`src/rtl/conv_mac_scheduler.sv`:
```
// Sequential FIR controller: loads TAPS coefficients, then for every accepted
// sample reuses one multiplier over TAPS cycles to build a full-precision output.
module conv_mac_scheduler #(
    parameter int DATA_W = 4,
    parameter int TAPS   = 2,
    parameter int ACC_W  = 2*DATA_W + $clog2(TAPS)
) (
    input  logic              clk,
    input  logic              reset,
    input  logic              cfg_val,
    output logic              cfg_rdy,
    input  logic [DATA_W-1:0] cfg_msg,
    input  logic              req_val,
    output logic              req_rdy,
    input  logic [DATA_W-1:0] req_msg,
    output logic              resp_val,
    input  logic              resp_rdy,
    output logic [ACC_W-1:0]  resp_msg,
    output logic              busy
);
    localparam int IDX_W = $clog2(TAPS);
    localparam logic [IDX_W-1:0] LAST = IDX_W'(TAPS-1);

    typedef enum logic [1:0] {S_LOAD, S_WAIT, S_MAC, S_OUT} state_t;
    state_t state, state_nxt;

    logic [TAPS-1:0][DATA_W-1:0] h, x;
    logic [IDX_W-1:0]            tidx, midx;
    logic [ACC_W-1:0]            acc, prod;
    logic                        cfg_hs, req_hs, resp_hs;

    // cfg wins a WAIT collision because req_rdy is masked by cfg_val
    assign cfg_rdy  = (state == S_LOAD) || (state == S_WAIT);
    assign req_rdy  = (state == S_WAIT) && !cfg_val;
    assign resp_val = (state == S_OUT);
    assign resp_msg = acc;
    assign busy     = (state == S_MAC) || (state == S_OUT);

    assign cfg_hs  = cfg_val && cfg_rdy;
    assign req_hs  = req_val && req_rdy;
    assign resp_hs = resp_val && resp_rdy;

    assign prod = ACC_W'(x[midx]) * ACC_W'(h[midx]);

    always_ff @(posedge clk or negedge reset) begin
        if (!reset) state <= S_LOAD;
        else        state <= state_nxt;
    end

    always_comb begin
        state_nxt = state;
        case (state)
            S_LOAD: if (cfg_hs && tidx == LAST) state_nxt = S_WAIT;
            S_WAIT: begin
                if (cfg_hs)      state_nxt = S_LOAD;
                else if (req_hs) state_nxt = S_MAC;
            end
            S_MAC:  if (midx == LAST) state_nxt = S_OUT;
            S_OUT:  if (resp_hs) state_nxt = S_WAIT;
            default: state_nxt = S_LOAD;
        endcase
    end

    always_ff @(posedge clk or negedge reset) begin
        if (!reset) begin
            h    <= '0;
            x    <= '0;
            tidx <= '0;
            midx <= '0;
            acc  <= '0;
        end else begin
            case (state)
                S_LOAD: if (cfg_hs) begin
                    h[tidx] <= cfg_msg;
                    tidx    <= (tidx == LAST) ? '0 : tidx + IDX_W'(1);
                end
                S_WAIT: begin
                    // reconfiguration restarts the filter with a zero-padded window
                    if (cfg_hs) begin
                        h[0] <= cfg_msg;
                        tidx <= IDX_W'(1);
                        x    <= '0;
                    end else if (req_hs) begin
                        x    <= {x[TAPS-2:0], req_msg};
                        acc  <= '0;
                        midx <= '0;
                    end
                end
                S_MAC: begin
                    acc  <= acc + prod;
                    midx <= midx + IDX_W'(1);
                end
                default: ;
            endcase
        end
    end
endmodule
```
`config.mk`:
```
export PLATFORM = sky130hd
export DESIGN_NAME = conv_mac_scheduler
export DESIGN_NICKNAME = d
export VERILOG_FILES = /design/src/rtl/conv_mac_scheduler.sv
export SDC_FILE = /design/constraint.sdc
export NUM_CORES = 1
export LEC_CHECK = 0
export ABC_AREA = 1
export CAP_MARGIN = 20
export CORE_MARGIN = 2
export CORE_UTILIZATION = 56
export DETAILED_ROUTE_END_ITERATION = 6
export MAX_ROUTING_LAYER = met4
export PLACE_DENSITY = 0.85
export REMOVE_ABC_BUFFERS = 1
export SYNTH_ARGS = -nofsm -noshare
export SYNTH_HDL_FRONTEND = slang
export SYNTH_SLANG_ARGS = --single-unit
```
`constraint.sdc`:
```
create_clock -name clk -period 4.4 [get_ports clk]
set_input_delay 0.44 -clock clk [delete_from_list [all_inputs] [get_ports clk]]
set_output_delay 0.44 -clock clk [all_outputs]
set_load 0.02 [all_outputs]
```
==> metrics <==
Pwr Total 0.00151 W; vias after detailed routing 1,694; Max Buffers Root-to-Sink 2; Die Span Y roughly 66 um; critical path endpoint resp_msg[6]$_DFFE_PN0P_; WP data arrival 3980 ps; CP most frequent cell fa_1; Hold Startpoint h[4]$_DFFE_PN0P_; core area 3660 um^2; Hold Path Class reg -> reg; fin worst setup slack 595 ps; chip width approximately 66 um; GRT Util Overall 0.224; worst-path cell chain o21ai_0 -> or2_1 -> fa_1 -> fa_1 -> fa_1 -> inv_1 -> ha_1 -> a21oi_1 -> nand2_1 -> nand2_1 -> nand3_1 -> nand3_2 -> nand2_2; # Post-CTS Setup Buffers 0; met1 Use GR 0.241; RSZ-0062 raised after global routing no; met3 usage 0.0565; Largest stage delay, worst path 610 ps; LEAKAGE roughly 1.3 nW; Synth Area in XOR/XNOR 0.0164; global-route wire length before repair 7.14 mm; IO buf count 25; Crit Path Max Fanout 14; Final Non-Filler Cells 340; Worst R2R Path Depth 13; clk root buf clkbuf_8; number of global-route vias before repair 1,769; reg2reg start midx$_DFFE_PN0P_; DRT Wirelength 4.01 mm; Hold Violations, Final 0; TNS Setup 0 ps; initial DRC count 78; routability congestion estimate from global placement 0.877; Most Crowded Layer GR met2; # DRC 0; slowest stage cell, crit path dfrtp_1; syn_area_per_cell 8.23 um^2; Warnings, synthesis 0; Power Density ~600 nW/um^2; VDD IR max ~0.4 mV; mux contribution to synthesized area 0.0188; Starting Density 0.582; FF-to-FF setup slack 600 ps; reg2reg end resp_msg[6]$_DFFE_PN0P_; post-route clock period utilization 0.865; post-synthesis simple-gate area fraction 0.198; wire length per cell 11.8 um; CTS tree done; hold_buf cts 0; Max Slew Vio Count 0; crit path kind reg -> reg; worst path required time 4580 ps; endpoints failing setup 0; Synth Area in Adders 0.214; status complete, no violations; Layout Area Growth over Synthesis 18.6%; clock latency on the worst-skew pair around 280 ps; fmax 263 MHz; sequential area share after synthesis 0.340; CTS buffer count 5; Synth Area in Compound Gates 0.0957; DR pass1 iterations 4; gr ovfl total 0; number of antenna diodes 0; Final ANT Viol Nets 0; CTS H-tree lvls 2; Worst-Margin Slew 446 ps; Die ar. between 4000 and 5000 um^2; Post-Syn Area 2130 um^2; main combinational cell family by area after synthesis adder cells; share of cells above drive strength 1 0.0890; drt via density 4.98; initial antenna violation count 0; CP Launch Type flop; largest net degree at the start of global routing 30; Cell Rows 22; Num Clock Sinks 29; Synth Instances around 260; synthesis-stage register bit count 29; Worst Setup SP midx$_DFFE_PN0P_; Worst Skew about 3.2 ps; Fill cells 315; HPWL Detailed approximately 3.2 mm; # resized after CTS 0; CP Capture Type flop; Final min period 3800 ps; Nets ~340; Yosys cell types 27; post-synth top area share 0.340; Post-Place Worst Slack 596 ps; clock slew at reported path FFs 70 ps; global routing usage on met2 0.407; max_slew headroom 0.700; Top Ports 26; MaxCap Viol Count 0; Yosys top cell by area dfrtp_1; placed cells 332; Area contributors post-synth dfrtp_1 (34%), ha_1 (13%), inv_1 (10%)
layer usage:
layer	routed length (um)	part of all wire	up-vias
met5	0	0	-
met4	55	0.014	0
met3	158	0.039	6
met2	2090	0.52	32
met1	1710	0.43	789
li1	-	-	867
logic make-up (layout without fill, tap and decap cells):
kind of cell,Yosys count,count (layout)
simple gates,91,91
buf+inv,63,96
compound gates,37,37
fa+ha+maj,31,31
flops,29,29
xor+xnor,4,4
mux,4,4
area by class of cell:
type | count | area (um^2) | area share
clock buffer | 5 | 68.8 | 0.0272
clock inverter | 3 | 17.5 | 0.00693
inverter | 62 | 243 | 0.0960
multi-input combinational | 167 | 1160 | 0.457
sequential | 29 | 726 | 0.287
tap | 48 | 60.1 | 0.0238
timing repair buffer | 26 | 258 | 0.102
layout by cell type (no fill, tap or decap), drive strengths merged:
cell	netlist	routed
inv	61	61
nand2	55	55
dfrtp	29	29
clkdlybuf4s50	0	25
o21ai	24	24
ha	22	22
nor2	18	18
nand3	13	13
fa	9	9
o22ai	7	7
clkbuf	0	5
a21oi	5	5
mux2i	4	4
or2	4	4
xor2	3	3
clkinv	1	3
a21boi	1	1
nand3b	1	1
xnor2	1	1
clkinvlp	0	1
buf	1	1
sequential cells by signal, indices dropped and copies added, names as in the netlist:
| signal | cells |
|---|---|
| h | 8 |
| x | 8 |
| midx | 1 |
| resp_msg | 9 |
| tidx | 1 |
| state | 2 |
power by group:
group	total, W	switching, W	leakage, nW	internal (W)
Combinational	0.000874	0.000524	0.897	0.000350
Clock	0.000217	0.000108	0.0439	0.000109
Sequential	0.000421	0.0000665	0.384	0.000354
worst max-delay path: cells and delay by family, from the launching register on:
family                   cells  cell delay, ps
AO/OA/AOI/OAI                2             450
adder cells (fa/ha/maj)      4            1850
flip-flops                   1             610
buffers and inverters        1              50
AND/OR/NAND/NOR              6             750
synth_stat cells:
master    number
or2_1          4
nand2_4        3
nand2_1       48
inv_2          2
inv_1         58
ha_1          22
fa_1           9
buf_4          1
nor2_1        17
o22ai_1        7
clkinv_4       1
o21ai_2        1
a21oi_1        4
dfrtp_1       29
nand3b_1       1
nand3_1       10
o21ai_1        5
inv_6          1
xnor2_1        1
mux2i_1        4
a21boi_0       1
nor2_2         1
xor2_1         3
a21oi_2        1
nand2_2        4
o21ai_0       18
nand3_2        3
through the flow:
| stage | cell area, um^2 | utilization | hold WS [ps] |
|---|---|---|---|
| after floorplan | 2120 | - | 144 |
| after global placement | 2440 | 0.667 | 464 |
| after detailed placement | 2440 | 0.667 | 475 |
| after CTS | 2530 | 0.691 | 491 |
| after global routing | 2530 | 0.691 | 535 |
| final | 2530 | 0.691 | 489 |
how the worst min path moves through the flow:
stage | to | slack, ps | cells past startpoint
floorplan | h[0]$_DFFE_PN0P_ | 140 | 0
global placement | h[4]$_DFFE_PN0P_ | 460 | 2
detailed placement | h[4]$_DFFE_PN0P_ | 470 | 2
CTS | h[4]$_DFFE_PN0P_ | 490 | 2
global route | h[4]$_DFFE_PN0P_ | 540 | 2
finish | h[4]$_DFFE_PN0P_ | 490 | 2
Power figures use the tool's default switching activity.
